[src/rtl/kch_collect_ctrl.sv]
// ---------------------------------------------------------------------------
// kch_collect_ctrl
//
// Sequencer for the known-cluster-head store (knownCH_small). Heartbeat (HB)
// packets open a collection round: the store is cleared with kch_HB_reset,
// the CH limit and the collection window are latched, and the window timer
// starts. Cluster-head (CHE) advertisements received during the round are
// filtered and then presented to the store one at a time with a one-cycle
// kch_en strobe. The operands are held for SETTLE_CYCLES cycles afterwards
// so the store's comparison can complete. The round ends when the CH limit
// is reached or the window expires. The store's chosen CH is then latched
// for the routing FSM.
//
// Ports:
//   clk, nrst                         clock, asynchronous active-low reset
//   pkt_valid / pkt_ready             packet handshake from the receive path
//   pkt_type                          0 = HB, 1 = CHE, others ignored
//   pkt_srcID, pkt_hops, pkt_QValue   advertised CH fields
//   myNodeID                          own node ID (self-adverts are dropped)
//   HB_CHlimit                        CHs per round, 0 = unlimited
//   collect_window                    round length in cycles, 0 = no timeout
//   kch_HB_reset, kch_en              strobes to the store
//   kch_fCH_ID/Hops/QValue            operands to the store
//   kch_chosenCH, kch_hopsFromCH      results from the store
//   selCH, selHops, sel_valid         selection latched at end of round
//   ch_count                          CHs issued this round
//   busy                              high outside IDLE and DONE
// ---------------------------------------------------------------------------
module kch_collect_ctrl #(
    parameter int WORD_WIDTH    = 16,
    parameter int TIMER_WIDTH   = 16,
    parameter int SETTLE_CYCLES = 4
) (
    input  logic                   clk,
    input  logic                   nrst,
    input  logic                   pkt_valid,
    output logic                   pkt_ready,
    input  logic [1:0]             pkt_type,
    input  logic [WORD_WIDTH-1:0]  pkt_srcID,
    input  logic [WORD_WIDTH-1:0]  pkt_hops,
    input  logic [WORD_WIDTH-1:0]  pkt_QValue,
    input  logic [WORD_WIDTH-1:0]  myNodeID,
    input  logic [WORD_WIDTH-1:0]  HB_CHlimit,
    input  logic [TIMER_WIDTH-1:0] collect_window,
    output logic                   kch_HB_reset,
    output logic                   kch_en,
    output logic [WORD_WIDTH-1:0]  kch_fCH_ID,
    output logic [WORD_WIDTH-1:0]  kch_fCH_Hops,
    output logic [WORD_WIDTH-1:0]  kch_fCH_QValue,
    input  logic [WORD_WIDTH-1:0]  kch_chosenCH,
    input  logic [WORD_WIDTH-1:0]  kch_hopsFromCH,
    output logic [WORD_WIDTH-1:0]  selCH,
    output logic [WORD_WIDTH-1:0]  selHops,
    output logic                   sel_valid,
    output logic [WORD_WIDTH-1:0]  ch_count,
    output logic                   busy
);

    typedef enum logic [2:0] {
        S_IDLE,
        S_CLEAR,
        S_COLLECT,
        S_ISSUE,
        S_SETTLE,
        S_DONE
    } state_t;

    // Hop count meaning "unreachable"; also the store's empty value.
    localparam logic [WORD_WIDTH-1:0] HOPS_NONE   = '1;
    localparam logic [3:0]            SETTLE_LOAD = 4'(SETTLE_CYCLES - 1);

    state_t                 r_state;
    logic                   r_ready;
    logic                   r_busy;
    logic                   r_hbReset;
    logic                   r_kchEn;
    logic [TIMER_WIDTH-1:0] r_timer;
    logic [TIMER_WIDTH-1:0] r_window;
    logic [WORD_WIDTH-1:0]  r_limit;
    logic [3:0]             r_settleCnt;
    logic [WORD_WIDTH-1:0]  r_fchID;
    logic [WORD_WIDTH-1:0]  r_fchHops;
    logic [WORD_WIDTH-1:0]  r_fchQ;
    logic [WORD_WIDTH-1:0]  r_selCH;
    logic [WORD_WIDTH-1:0]  r_selHops;
    logic                   r_selValid;
    logic [WORD_WIDTH-1:0]  r_chCount;

    logic   w_accept;
    logic   w_isHB;
    logic   w_isCHE;
    logic   w_expired;
    logic   w_limitHit;
    logic   w_cheOk;
    state_t w_nextState;

    // Handshake and round-status decode. The limit check uses the count of
    // CHs already issued, so it is also valid in SETTLE after the increment.
    assign w_accept   = pkt_valid & r_ready;
    assign w_isHB     = (pkt_type == 2'd0);
    assign w_isCHE    = (pkt_type == 2'd1);
    assign w_expired  = (r_timer == '0) && (r_window != '0);
    assign w_limitHit = (r_limit != '0) && (r_chCount == r_limit);
    assign w_cheOk    = (pkt_srcID != myNodeID) && (pkt_hops != HOPS_NONE) && !w_limitHit;

    // Next-state selection. In COLLECT a transfer always takes priority over
    // timer expiry; a dropped CHE simply leaves expiry to the next cycle.
    always_comb begin
        w_nextState = r_state;
        case (r_state)
            S_IDLE: begin
                if (w_accept && w_isHB) w_nextState = S_CLEAR;
            end
            S_CLEAR: begin
                w_nextState = S_COLLECT;
            end
            S_COLLECT: begin
                if (w_accept) begin
                    if (w_isHB)                    w_nextState = S_CLEAR;
                    else if (w_isCHE && w_cheOk)   w_nextState = S_ISSUE;
                end else if (w_expired) begin
                    w_nextState = S_DONE;
                end
            end
            S_ISSUE: begin
                w_nextState = S_SETTLE;
            end
            S_SETTLE: begin
                if (r_settleCnt == 4'd0)
                    w_nextState = (w_limitHit || w_expired) ? S_DONE : S_COLLECT;
            end
            S_DONE: begin
                if (w_accept && w_isHB) w_nextState = S_CLEAR;
            end
            default: w_nextState = S_IDLE;
        endcase
    end

    // State register plus all datapath registers. Handshake and strobe
    // outputs are registered from the next state so they are glitch-free
    // and drop immediately on an asynchronous abort.
    always_ff @(posedge clk or negedge nrst) begin
        if (!nrst) begin
            r_state     <= S_IDLE;
            r_ready     <= 1'b1;
            r_busy      <= 1'b0;
            r_hbReset   <= 1'b0;
            r_kchEn     <= 1'b0;
            r_timer     <= '0;
            r_window    <= '0;
            r_limit     <= '0;
            r_settleCnt <= 4'd0;
            r_fchID     <= '0;
            r_fchHops   <= HOPS_NONE;
            r_fchQ      <= '0;
            r_selCH     <= '0;
            r_selHops   <= HOPS_NONE;
            r_selValid  <= 1'b0;
            r_chCount   <= '0;
        end else begin
            r_state   <= w_nextState;
            r_ready   <= (w_nextState == S_IDLE) || (w_nextState == S_COLLECT) ||
                         (w_nextState == S_DONE);
            r_busy    <= (w_nextState != S_IDLE) && (w_nextState != S_DONE);
            r_hbReset <= (w_nextState == S_CLEAR);
            r_kchEn   <= (w_nextState == S_ISSUE);

            // Round parameters are captured with the HB so a later change on
            // the inputs cannot disturb a round in progress.
            if (w_accept && w_isHB) begin
                r_limit  <= HB_CHlimit;
                r_window <= collect_window;
            end

            // Window timer runs through collection, issue and settling.
            case (r_state)
                S_CLEAR: r_timer <= r_window;
                S_COLLECT, S_ISSUE, S_SETTLE: begin
                    if (r_timer != '0) r_timer <= r_timer - TIMER_WIDTH'(1);
                end
                default: r_timer <= r_timer;
            endcase

            if (r_state == S_CLEAR) begin
                r_chCount  <= '0;
                r_selValid <= 1'b0;
            end else if (r_state == S_ISSUE) begin
                r_chCount  <= r_chCount + WORD_WIDTH'(1);
            end

            if (r_state == S_ISSUE)
                r_settleCnt <= SETTLE_LOAD;
            else if (r_state == S_SETTLE && r_settleCnt != 4'd0)
                r_settleCnt <= r_settleCnt - 4'd1;

            // Operands only move on a CHE that is actually issued.
            if (w_nextState == S_ISSUE && r_state == S_COLLECT) begin
                r_fchID   <= pkt_srcID;
                r_fchHops <= pkt_hops;
                r_fchQ    <= pkt_QValue;
            end

            // Capture the store's answer once, on the way into DONE.
            if (w_nextState == S_DONE && r_state != S_DONE) begin
                r_selCH    <= kch_chosenCH;
                r_selHops  <= kch_hopsFromCH;
                r_selValid <= (r_chCount != '0);
            end
        end
    end

    assign pkt_ready      = r_ready;
    assign busy           = r_busy;
    assign kch_HB_reset   = r_hbReset;
    assign kch_en         = r_kchEn;
    assign kch_fCH_ID     = r_fchID;
    assign kch_fCH_Hops   = r_fchHops;
    assign kch_fCH_QValue = r_fchQ;
    assign selCH          = r_selCH;
    assign selHops        = r_selHops;
    assign sel_valid      = r_selValid;
    assign ch_count       = r_chCount;

endmodule

[config.mk]
export PLATFORM = sky130hd
export DESIGN_NAME = kch_collect_ctrl
export DESIGN_NICKNAME = d
export VERILOG_FILES = /design/src/rtl/kch_collect_ctrl.sv
export SDC_FILE = /design/constraint.sdc
export NUM_CORES = 1
export LEC_CHECK = 0
export CORE_MARGIN = 5
export CORE_UTILIZATION = 47
export CTS_CLUSTER_DIAMETER = 80
export DETAILED_ROUTE_END_ITERATION = 16
export GPL_TIMING_DRIVEN = 0
export PLACE_DENSITY_LB_ADDON = 0.05
export SETUP_SLACK_MARGIN = 0.05
export SYNTH_ARGS = -nofsm -noshare
export SYNTH_HDL_FRONTEND = slang
export SYNTH_SLANG_ARGS = --single-unit
[constraint.sdc]
create_clock -name clk -period 3.14 [get_ports clk]
set_input_delay 0.628 -clock clk [delete_from_list [all_inputs] [get_ports clk]]
set_output_delay 0.628 -clock clk [all_outputs]
set_load 0.03 [all_outputs]
==> results by group, run 1 <==
Die
  – Ports: 234
  – Floorplan Core Area: 0.01526 mm2
  – Initial core utilization: 48.09%
  – Rows: 45
  – Die height: around 130 um
  – Die width: 134.9 um
  – Die area: 0.01821 mm2

GRT
  – Global route total overflow: 0
  – Vias in the first global route: 6,194
  – Global-route wire length before repair: between 30 and 40 mm
  – Initial antenna violation count: 0
  – Largest net degree at the start of global routing: 83
  – Total GRT Usage: 22.06%

Finish
  – Multi-input gate area: 0.003194 mm2
  – Register Area: slightly below 0.004 mm2
  – Antenna diodes: 0
  – Fraction of layout cells with a size suffix above 1: a little under a quarter
  – Final net count: slightly below 1,000
  – Area grow syn2layout: 45.16%
  – FILL cells: 1,145
  – Layout Cell Area excl Fill: 0.01065 mm2

Worst setup path
  – Critical path startpoint category: flip-flop
  – Slowest CP cell: dfrtp_1
  – Worst path max stage delay: 0.42 ns
  – Arrival time worst endpoint: 3.23 ns
  – Most used cell, CP: buf_12
  – Critical Path RT: 3.45 ns
  – Crit path cell chain: inv_1 > ha_1 > nor3b_4 > nand3b_4 > nor4_4 > buf_4 > a21oi_2 > o22ai_4 > o221a_4 > buf_12 > buf_12 > mux2_4
  – Kind of critical path: reg2reg
  – Reg2reg path depth: 12
  – Critical Path Sink Type: flip-flop
  – Worst-path maximum fanout: 10

Clock tree
  – Num CTS Buffers: 17
  – CTS Sinks: 156
  – Number of H-tree levels: 4
  – Clock-pin slew on the worst setup and hold paths: ~0.060 ns
  – Clk root buf: clkbuf_16
  – Clk_lat worst skew: 0.43 ns
  – Clock Path Buffers: 2
  – CTS tree: done
  – Hold Buf Count CTS: 0

Routing
  – DRC violation count after routing: 0
  – Via count: 5,819
  – Vias per inst: 5.398
  – Wire per inst: about 19 um
  – Routed WL: 20.01 mm
  – DR iter-0 viols: 328
  – Pre-antenna DRT Iters: 5
  – Routed Antenna Nets: 0

Synthesis
  – Synth Register Bits: 156
  – Post-synth EDFFs: 0
  – Mapped Cells: 599
  – Ys async rst share: 100.0%
  – Register area share after synthesis: a little over half
  – Syn avg cell area: 12.25 um2
  – Syn_nets: 736
  – Synth Warn #: 0
  – Count of cell types in the netlist: 56
  – Synthesized cell area: 0.007337 mm2
  – Top_reg_cell synth: dfrtp_1

Place
  – DP Area: 0.009962 mm2
  – Dpl ws: -0.4115 ns
  – Port buffer count: 233
  – Final GP Congestion: 0.8465
  – DP HPWL: 15.20 mm

STA
  – Tcrit/Tclk final: 92.86%
  – Max-slew headroom: 50.42%
  – Final Hold Vio Count: 0
  – Setup ws final: 0.2241 ns
  – Clock Skew: between 0.006 and 0.007 ns
  – Setup TNS: 0 ns
  – Fmax: 342.9 MHz
  – Setup violators final: 0
  – Max-slew violation count: 0
  – Worst Tran Pin Value: about 0.74 ns
  – RSZ-0062 raised after global routing: no
  – Fin crit period: 2.916 ns

Power and ir drop
  – Pleak: approximately 0.0043 uW
  – Max IR drop VDD: 627.4 uV
  – PwrDens: 911.6 mW/mm2

Outcome
  – Run status: completed

Worst hold path
  – Worst hold path type: in2async

Job
  – Max-cap violation count: 0
-- registers in the layout, indices dropped and copies added, names as in the netlist, 3 cells and up --
register / count
r_state: 3
kch_fCH_QValue: 16
kch_fCH_ID: 16
ch_count: 16
selCH: 16
selHops: 16
r_settleCnt: 4
kch_fCH_Hops: 16
r_timer: 16
r_window: 16
r_limit: 16
-- logic make-up after synthesis --
logic type                 count (synthesis)  share of synthesized area (%)
DFF                                      156                          53.77
and+or+nand+nor                          150                          11.26
xor gates and xnor gates                  33                          3.939
muxes                                    114                          18.95
AOI/OAI and AO/OA                         97                          8.134
adders and majority gates                  4                         0.6822
buffers and inverters                     45                          3.274
-- critical path: cells and delay by family, from the launching register on --
kind            cells  cell delay (ns)
flops               1             0.42
buf+inv             4             0.52
fa+ha+maj           1             0.21
compound gates      3             0.60
simple gates        3             0.73
mux                 1             0.31
-- routing by layer --
layer	global-route usage (%)	vias up	part of all wire (%)	routed length [um]
met4	9.295	0	2.9	579
met2	38.77	239	52	10470
li1	-	2671	-	-
met1	25.01	2861	37	7476
met5	0	-	0	0
met3	6.557	48	7.4	1481
-- cell type report --
| type | instances | share of cell area (%) |
|---|---|---|
| well taps | 211 | 2.479 |
| plain buffers | 26 | 1.586 |
| inverters | 19 | 0.6696 |
| repair buffers | 236 | 22.31 |
| clock buffers | 22 | 4.758 |
| clock inverters | 10 | 1.163 |
| flip-flops and latches | 156 | 37.04 |
| multi-input cells | 398 | 29.99 |
-- cell usage in the layout (no fill, tap or decap), drive strengths merged, types with 24 or more instances in the layout --
| cell type | count |
|---|---|
| xnor2 | 24 |
| nor2 | 31 |
| dfrtp | 123 |
| o21ai | 36 |
| mux2 | 112 |
| clkdlybuf4s50 | 232 |
| a21oi | 30 |
| nand2 | 29 |
| dfstp | 33 |
| clkbuf | 39 |
-- stage by stage --
stage	utilization, %	hold slack, ns	total power, uW	std cells
detailed placement	65.29	0.4899	7558	1044
finish	69.80	0.2069	9709	1078
global route	69.80	0.2713	10230	1078
CTS	69.45	0.2360	9758	1076
global placement	65.10	0.4672	7410	1043
floorplan	-	0.3324	5864	599
-- synth_stat cells, drive strengths merged (12+ instances only) --
master | count | area [um2]
o21ai | 36 | 180.2
xnor2 | 24 | 210.2
nand4 | 13 | 81.33
dfstp | 33 | 867.1
nand2 | 29 | 108.9
inv | 19 | 71.32
nor2 | 31 | 116.4
mux2 | 112 | 1370
clkbuf | 17 | 63.81
nor4 | 20 | 152.6
nor3 | 12 | 60.06
a21oi | 30 | 153.9
dfrtp | 123 | 3078
-- worst paths after layout --
| path | startpoint | endpoint | slack (ns) |
|---|---|---|---|
| worst min register to register | selCH[15] | selCH[15] | 0.50 |
| worst min-delay path | nrst | ch_count[15] | 0.21 |
| min in group clk | selCH[15] | selCH[15] | 0.50 |
| worst max register to register | r_timer[0] | selCH[13] | 0.22 |
| worst max-delay path | r_timer[0] | selCH[13] | 0.22 |
| max in group asynchronous | nrst | kch_fCH_Hops[2] | 2.08 |
-- power breakdown --
group	total, uW	switching [uW]	internal, uW
logic	4100	2180	1920
registers	3460	565	2900
clock network	2150	832	1320
-- what timing repair did --
| action | CTS | global route |
|---|---|---|
| pin swaps | 0 | 1 |
| gates cloned | 0 | 0 |
| setup buffers | 0 | 2 |
| endpoints found under the setup margin | 29 | 33 |
| resized for setup | 1 | 5 |
No activity file was read; power rests on OpenSTA's default activity.
==> run 2: changes to the inputs <==
--- a/config.mk
+++ b/config.mk
@@ -11,6 +11,7 @@
 export DETAILED_ROUTE_END_ITERATION = 16
 export GPL_TIMING_DRIVEN = 0
 export PLACE_DENSITY_LB_ADDON = 0.05
+export RECOVER_POWER = 50
 export SETUP_SLACK_MARGIN = 0.05
 export SYNTH_ARGS = -nofsm -noshare
 export SYNTH_HDL_FRONTEND = slang
==> results by group, run 2 (synthesis gave the netlist of run 1 again) <==
Worst setup path
  – Critical path startpoint category: flip-flop
  – Top delay family on crit path: simple AND/OR/NAND/NOR gates
  – Worst r2r dst: selCH[13]
  – Critical Path RT: 3.45 ns (about the same)
  – Kind of critical path: reg2reg
  – Critical Path Sink Type: flip-flop
  – Slowest CP cell: dfrtp_1
  – Crit path cell chain: inv_1 > ha_1 > nor3b_4 > nand3b_4 > nor4_4 > buf_4 > a21oi_2 > o22ai_4 > o221a_4 > buf_12 > buf_12 > mux2_4
  – Buf/Inv on CP: 4 (unchanged)
  – Reg2reg start: r_timer[0]
  – Arrival time worst endpoint: 3.23 ns (about the same)
  – Worst-path maximum fanout: 10 (unchanged)
  – Reg2reg path depth: 12 (unchanged)
  – Most used cell, CP: buf_12
  – R2R Setup Slk: 0.22 ns (about the same)
  – Worst path max stage delay: 0.42 ns (about the same)

GRT
  – Vias in the first global route: 6,194 (unchanged)
  – Global route total overflow: 0 (unchanged)
  – Initial antenna violation count: 0 (unchanged)
  – Largest net degree at the start of global routing: 83 (unchanged)
  – Total GRT Usage: 22.06% (unchanged)
  – Global-route wire length before repair: 31.83 mm (unchanged)

Routing
  – Routed WL: 20.01 mm (about the same)
  – Highest routed layer: met4
  – Routed wl met2: 10.49 mm (+0.13%)
  – DRC violation count after routing: 0 (unchanged)
  – DR iter-0 viols: 349 (+6.4%)
  – DR WL met3: 1.504 mm (+1.6%)
  – Pre-antenna DRT Iters: 5 (unchanged)
  – Wire per inst: 18.56 um (about the same)
  – Wl on met1: 7.430 mm (-0.62%)
  – Routed Antenna Nets: 0 (unchanged)
  – Vias per inst: 5.391 (-0.12%)
  – Via count: 5,812 (-0.12%)

Clock tree
  – Clk root buf: clkbuf_16
  – Number of H-tree levels: 4 (unchanged)
  – Hold Buf Count CTS: 0 (unchanged)
  – Clk_lat worst skew: 0.43 ns (about the same)
  – CTS tree: done
  – CTS Sinks: 156 (unchanged)
  – Num CTS Buffers: 17 (unchanged)
  – Clock-pin slew on the worst setup and hold paths: 0.06 ns (about the same)
  – Clock Path Buffers: 2 (unchanged)

Die
  – Die width: 134.9 um (unchanged)
  – Floorplan Core Area: 0.01526 mm2 (unchanged)
  – Initial core utilization: 48.09% (unchanged)
  – Rows: 45 (unchanged)
  – Die area: 0.01821 mm2 (unchanged)
  – Die height: 134.9 um (unchanged)
  – Ports: 234 (unchanged)

Finish
  – Commonest non-fill, non-tap cells in the layout: clkdlybuf4s50_1 (192), dfrtp_1 (123), mux2_2 (80), dlygate4sd3_1 (40), o21ai_0 (34)
  – Antenna diodes: 0 (unchanged)
  – Layout Cell Area excl Fill: 0.01064 mm2 (about the same)
  – Final net count: 991 (unchanged)
  – Fraction of layout cells with a size suffix above 1: 23.41% (unchanged)
  – Final Core Density: 69.76% (about the same)
  – FILL cells: 1,144 (-0.087%)
  – Non-filler cells in the finished layout: 1,078 (unchanged)
  – Commonest non-fill, non-tap cell in the layout: clkdlybuf4s50_1
  – Area grow syn2layout: 45.07% (about the same)

Power and ir drop
  – Max IR drop VDD: 626.7 uV (-0.11%)
  – Pleak: 0.004354 uW (+1.9%)
  – PwrDens: 904.4 mW/mm2 (-0.79%)

Outcome
  – Run status: finished, violations left
  – Failing checks: max-capacitance violations, max-slew violations

STA
  – Clock Skew: 0.007211 ns (+0.0009662 ns)
  – Setup violators final: 0 (unchanged)
  – Setup ws final: 0.2234 ns (-0.0007220 ns)
  – Tcrit/Tclk final: 92.89% (about the same)
  – Hold Slack: 0.4916 ns (+0.2847 ns)
  – RSZ-0062 raised after global routing: no
  – Worst Tran Pin Value: 1.880 ns (+1.143 ns)
  – Fmax: 342.9 MHz (about the same)
  – Final Hold Vio Count: 0 (unchanged)
  – Fin crit period: 2.917 ns (+0.0007220 ns)
  – Max-slew violation count: 75 (+75)
  – Max-slew headroom: -25.36% (-76 points)

Place
  – Dpl ws: -0.4115 ns (unchanged)
  – DP Area: 0.009962 mm2 (unchanged)
  – Port buffer count: 233 (unchanged)
  – Final GP Congestion: 0.8465 (unchanged)
  – DP HPWL: 15.20 mm (unchanged)
  – Dpl cells: 1,044 (unchanged)

Worst hold path
  – Hold path startpoint: selCH[15]
  – Hold Path Sink: selCH[15]
  – Hold path depth: 1
  – Worst hold path type: reg2reg

Job
  – Max-cap violation count: 1 (+1)
[run 2: changes by cell type in the layout (fill, tap and decap cells not counted)]
cell	delta
clkdlybuf4s50_1	-40
buf_6	-1
clkbuf_2	+1
dlygate4sd3_1	+40
[run 2: layer usage]
| metal | global-route usage (%) | vias up |
|---|---|---|
| met4 | 9.295 | 0 |
| met1 | 25.01 | 2860 |
| met3 | 6.557 | 50 |
| met2 | 38.77 | 231 |
| met5 | 0 | - |
| li1 | - | 2671 |
[run 2: per-stage QoR]
step / total power [uW] / setup TNS, ns
finish: 9626 / 0
global route: 10140 / 0
CTS: 9758 / 0
detailed placement: 7558 / -13.18
global placement: 7410 / -682.89
floorplan: 5864 / 0
[run 2: repair_timing]
action,in CTS,in global routing
pin swaps,0,1
resized for setup,1,5
setup endpoints to repair,29,33
gates cloned,0,0
setup buffers,0,2
[run 2: cell type report]
type | count | area [um2] | share of cell area (%)
clock inverter | 10 | 123.9 | 1.164
timing repair buffer | 236 | 2370 | 22.26
sequential | 156 | 3945 | 37.06
multi-input combinational | 398 | 3194 | 30.01
tap | 211 | 264.0 | 2.480
inverter | 19 | 71.32 | 0.6700
clock buffer | 22 | 506.7 | 4.761
buffer | 26 | 168.9 | 1.587
[run 2: where the power goes]
group	switching (uW)	total, uW	internal (uW)
clock	832	2150	1320
combinational	2180	4030	1840
sequential	556	3450	2900
total	3570	9630	6060
[run 2: how the worst max path moves through the flow]
| stage | from | endpoint | slack [ns] | cells past startpoint |
|---|---|---|---|---|
| 6_report | r_timer[0] | selCH[13] | 0.22 | 12 |
| 5_1_grt | r_timer[0] | selCH[6] | 0.06 | 12 |
| 4_1_cts | pkt_valid | selCH[13] | 0.07 | 10 |
| 3_5_place_dp | pkt_valid | selCH[5] | -0.41 | 10 |
| 3_3_place_gp | nrst | kch_fCH_QValue[13] | -4.73 | 1 |
| 2_1_floorplan | r_timer[0] | selCH[0] | 0.50 | 11 |
==> patch 1, RTL diff (config.mk and constraints of run 1) <==
The 6 states of `state_t` get a one-hot encoding in 6 bits.
--- a/src/rtl/kch_collect_ctrl.sv
+++ b/src/rtl/kch_collect_ctrl.sv
@@ -56,13 +56,13 @@
     output logic                   busy
 );
 
-    typedef enum logic [2:0] {
-        S_IDLE,
-        S_CLEAR,
-        S_COLLECT,
-        S_ISSUE,
-        S_SETTLE,
-        S_DONE
+    typedef enum logic [5:0] {
+        S_IDLE    = 6'b000001,
+        S_CLEAR   = 6'b000010,
+        S_COLLECT = 6'b000100,
+        S_ISSUE   = 6'b001000,
+        S_SETTLE  = 6'b010000,
+        S_DONE    = 6'b100000
     } state_t;
 
     // Hop count meaning "unreachable"; also the store's empty value.
Formal check against the unedited RTL: same outputs for any inputs over 4 cycles, from zero or initial values and one cycle with nrst low; so few cycles prove little.
==> patch 1 against run 1 <==
Worst setup slack better by 0.35 ns; design area shrank 0.23%; area after synthesis up 0.39%; via count barely moved; wire length decreased by 2.5%; non-clock buffer count decreased by 5; first-iteration DRC count up 4.6%; total power shrank 19%; hold slack better by 0.021 ns; sequential cell count grew 3; utilization shrank 0.42 points; count of clock-buffer cells in the layout down 5; sequential power decreased by 9.0%.
==> patch 1: results (changes against run 1) <==
Logic synthesis
  – Top post-synthesis cells by count: dfrtp_1 (125), mux2_2 (74), xor2_1 (41)
  – Register area share after synthesis: 54.6% (+0.83 points)
  – Unique masters post-synth: 57 (+1.8%)
  – Top post-synthesis cells by area: dfrtp_1 (42%), dfstp_2 (12%), mux2_2 (11%)
  – Synthesized Nets: 743 (+0.95%)

Worst setup path
  – Reg2Reg Depth: 6 (-6)
  – Crit path max-delay cell type: o21ai_1
  – RR Endpoint: r_timer[8]
  – Worst flop-to-flop path startpoint: r_state[5]
  – Delay of the slowest cell on the worst path: 0.73 ns (+0.31 ns)
  – R2r setup slk: 0.58 ns (+0.35 ns)

Route
  – 1st-iter DRT viols: 343 (+4.6%)
  – DRT Wirelength: 19,500 microns (-2.5%)
  – DR WL met3: 1370 microns (-7.6%)
  – Vias post-DR: 5,817 (-0.034%)
  – Wire length on met2: 10,100 microns (-3.5%)
  – Max layer used: met4
  – Met1 WL: 7590 microns (+1.5%)

Layout
  – Fillers: 1,151 (+0.52%)
  – Layout cells sized above 1: 19.7% (-3.8 points)
  – Fin nets: 996 (+0.50%)
  – Post-layout util: 69.4% (-0.42 points)

Global routing
  – Met1 Use GR: 25.7% (+0.69 points)
  – Largest net degree at the start of global routing: 86 (+3.6%)
  – Global-route wire length before repair: 31,100 microns (-2.2%)
  – Number of global-route vias before repair: 6,067 (-2.1%)
  – M3 GR Usage: 6.09% (-0.47 points)
  – M2 GR Usage: 37.0% (-1.7 points)

Timing
  – Slew Limit Headroom: 43.7% (-6.7 points)
  – Worst-case clock skew: 0.0149 ns (+0.00867 ns)

Placed design
  – Hpwl dp: 15,000 microns (-1.2%)
  – Post-DP Area: 9990 sq um (+0.29%)
  – Gpl congestion: 0.922 (+8.9%)

Power
  – Pint: 0.00522 W (-15%)
  – Sequential Power: 0.00315 W (-9.0%)
  – Peak supply drop: 0.000509 V (-19%)
  – Total leakage power: 4.49 nW (+5.1%)

Run status
  – Outcome: complete, no violations
## patch 1: cell count changes in the layout (fill, tap and decap cells not counted), sizes merged, moves of 10 or more
cell	change
xor2	+32
xnor2	-15
clkbuf	-12
a21oi	-10
o21ai	-10
## patch 1: logic make-up (layout without fill, tap and decap cells)
family / Yosys count / count (layout) / synth area share, %
XOR/XNOR: 50 / 50 / 5.95
multiplexers: 113 / 113 / 17.7
flip-flops: 159 / 159 / 54.6
AO/OA/AOI/OAI: 69 / 69 / 5.72
other: 0 / 1 / 0
adder cells (fa/ha/maj): 6 / 6 / 1.02
AND/OR/NAND/NOR: 172 / 172 / 12.9
buffers and inverters: 35 / 301 / 2.12
## patch 1: per-stage QoR
stage | setup WS, ns | std cells | setup TNS (ns) | total power [W] | hold WS (ns)
5_1_grt | 0.410 | 1082 | 0 | 0.00825 | 0.274
6_report | 0.577 | 1082 | 0 | 0.00787 | 0.228
2_1_floorplan | 0.894 | 604 | 0 | 0.00458 | 0.332
3_3_place_gp | -4.71 | 1048 | -681.71 | 0.00558 | 0.476
4_1_cts | 0.577 | 1081 | 0 | 0.00792 | 0.247
3_5_place_dp | 0.151 | 1049 | 0 | 0.00569 | 0.482
## patch 1: cell type report
type,instances,share of cell area (%)
Sequential cell,159,37.8
Multi-Input combinational cell,410,30.0
Timing Repair Buffer,234,22.2
Clock buffer,17,4.00
Tap cell,211,2.48
Clock inverter,15,1.94
Buffer,23,1.05
Inverter,12,0.424
Antenna cell,1,0.0236
## patch 1: worst max-delay path: cells and delay by family (launching register included)
family | cells | cell delay [ns]
AO/OA/AOI/OAI | 4 | 1.48
AND/OR/NAND/NOR | 2 | 0.50
flip-flops | 1 | 0.44
==> patch 2, RTL diff (settings of run 1) <==
Made on the original files. Change the parameter `TIMER_WIDTH` from 16 to 24.
--- a/src/rtl/kch_collect_ctrl.sv
+++ b/src/rtl/kch_collect_ctrl.sv
@@ -28,7 +28,7 @@
 // ---------------------------------------------------------------------------
 module kch_collect_ctrl #(
     parameter int WORD_WIDTH    = 16,
-    parameter int TIMER_WIDTH   = 16,
+    parameter int TIMER_WIDTH   = 24,
     parameter int SETTLE_CYCLES = 4
 ) (
     input  logic                   clk,
Interface: changed (resized collect_window); port bits go from 234 to 242. No check against the original RTL was run, so the function may have changed too.
==> patch 2 against run 1 <==
The run now ends with negative setup slack left; design area increased by 11%; sequential power up 16%; non-clock buffer count rose by 37; sequential cell count grew 16; first-iteration DRC count increased by 62%; total power rose by 16%; wire length increased by 22%; global-route usage is 2.1 points higher; area after synthesis rose by 11%; clock power up 7%; worst setup slack got worse by 0.48 ns; via count up 20%.
==> patch 2: results (changes against run 1) <==
Layout
  – Final cell count without fillers: 1,311 (+22%)
  – Layout cells sized above 1: 17.5% (-5.9 points)
  – Fillers: 1,339 (+17%)
  – Fin nets: 1,218 (+23%)

Logic synthesis
  – Top post-synthesis cells by count: nand2_1 (200), dfrtp_1 (139), o21ai_0 (56)
  – Post-Synthesis Cells: 794 (+33%)
  – Unique masters post-synth: 55 (-1.8%)
  – Post-synth ARST share: 100% (unchanged)
  – Synthesized Nets: 939 (+28%)
  – Register area share after synthesis: 53.4% (-0.32 points)
  – Synth Flop Type: dfrtp_1
  – Top post-synthesis cells by area: dfrtp_1 (43%), dfstp_2 (11%), nand2_1 (9.2%)

Placed design
  – Gpl congestion: 0.871 (+2.9%)
  – Hpwl dp: 17,900 microns (+18%)
  – IO buf count: 241 (+3.4%)
  – Worst slack at placement: -0.505 ns (-0.0932 ns)
  – Placed Cells: 1,261 (+21%)
  – Post-DP Area: 10,900 sq um (+9.0%)

Timing
  – Worst-case clock skew: 0.00821 ns (+0.00197 ns)
  – Final WS setup: -0.258 ns (-0.482 ns)
  – Final TNS setup: -7.52 ns (-7.52 ns)
  – # setup viols final: 39 (+39)
  – Slew Limit Headroom: 53.3% (+2.9 points)

Route
  – DRT Wirelength: 24,400 microns (+22%)
  – Vias post-DR: 7,008 (+20%)
  – 1st-iter DRT viols: 531 (+62%)

Power
  – Peak supply drop: 0.000492 V (-22%)
  – Total leakage power: 4.89 nW (+14%)

Worst setup path
  – Delay-heaviest family, CP: simple AND/OR/NAND/NOR gates
  – Crit-path max FO: 5 (-5)
  – Crit path max-delay cell type: or4_4
  – Delay of the slowest cell on the worst path: 0.56 ns (+0.14 ns)
  – Data arrival, critical path: 3.71 ns (+0.48 ns)
  – Crit path from: r_timer[13]
  – Worst flop-to-flop path startpoint: r_timer[13]

Clock network
  – Post-CTS sizing: 22 (+21)
  – Post-CTS Setup Repair Bufs: 12 (+12)
  – Clk slew on worst S/H paths: 0.07 ns
  – CTS Buf Count: 17 (unchanged)

Global routing
  – Largest net degree at the start of global routing: 104 (+25%)
  – Number of global-route vias before repair: 6,934 (+12%)
  – Total GRT Usage: 24.2% (+2.1 points)
  – Global-route wire length before repair: 38,500 microns (+21%)

Run status
  – Failing checks: negative setup slack
  – Outcome: finished with violations
## patch 2: cell families after synthesis
kind of cell	count (synthesis)	synth area share, %
and+or+nand+nor	336	18.8
buffers and inverters	50	3.03
DFF	172	53.4
adders and majority gates	4	0.616
AOI/OAI and AO/OA	124	8.94
muxes	73	11.4
xor gates and xnor gates	35	3.77
## patch 2: cell type report
class | instances | area (sq um) | share of cell area (%)
timing repair buffer | 261 | 2640 | 22.4
multi-input combinational | 572 | 3630 | 30.8
buffer | 38 | 209 | 1.77
tap | 225 | 282 | 2.39
sequential | 172 | 4350 | 36.8
clock inverter | 12 | 184 | 1.56
inverter | 11 | 41.3 | 0.350
clock buffer | 20 | 467 | 3.95
## patch 2: final timing paths
path	endpoint	depth (start not counted)	slack, ns
setup / recovery	selCH[1]	11	-0.26
hold / removal	selCH[3]	1	0.13
setup reg to reg	selCH[1]	11	-0.26
hold reg to reg	kch_fCH_Hops[11]	2	0.45
max in group asynchronous	r_settleCnt[2]	2	2.09
min in group clk	kch_fCH_Hops[11]	2	0.45
## patch 2: report_power, final
group / total (W) / internal (W) / switching [W]
clock: 0.00231 / 0.00141 / 0.000903
combinational: 0.00496 / 0.00220 / 0.00276
sequential: 0.00401 / 0.00329 / 0.000714
total: 0.0113 / 0.00690 / 0.00438
## patch 2: routing by layer
| metal | global-route usage [%] | routed length (microns) | vias up | part of all wire [%] |
|---|---|---|---|---|
| li1 | - | - | 3309 | - |
| met1 | 32.1 | 10400 | 3419 | 43 |
| met2 | 40.6 | 11900 | 257 | 49 |
| met3 | 5.73 | 1860 | 23 | 7.6 |
| met4 | 5.25 | 281 | 0 | 1.2 |
| met5 | 0 | 0 | - | 0 |
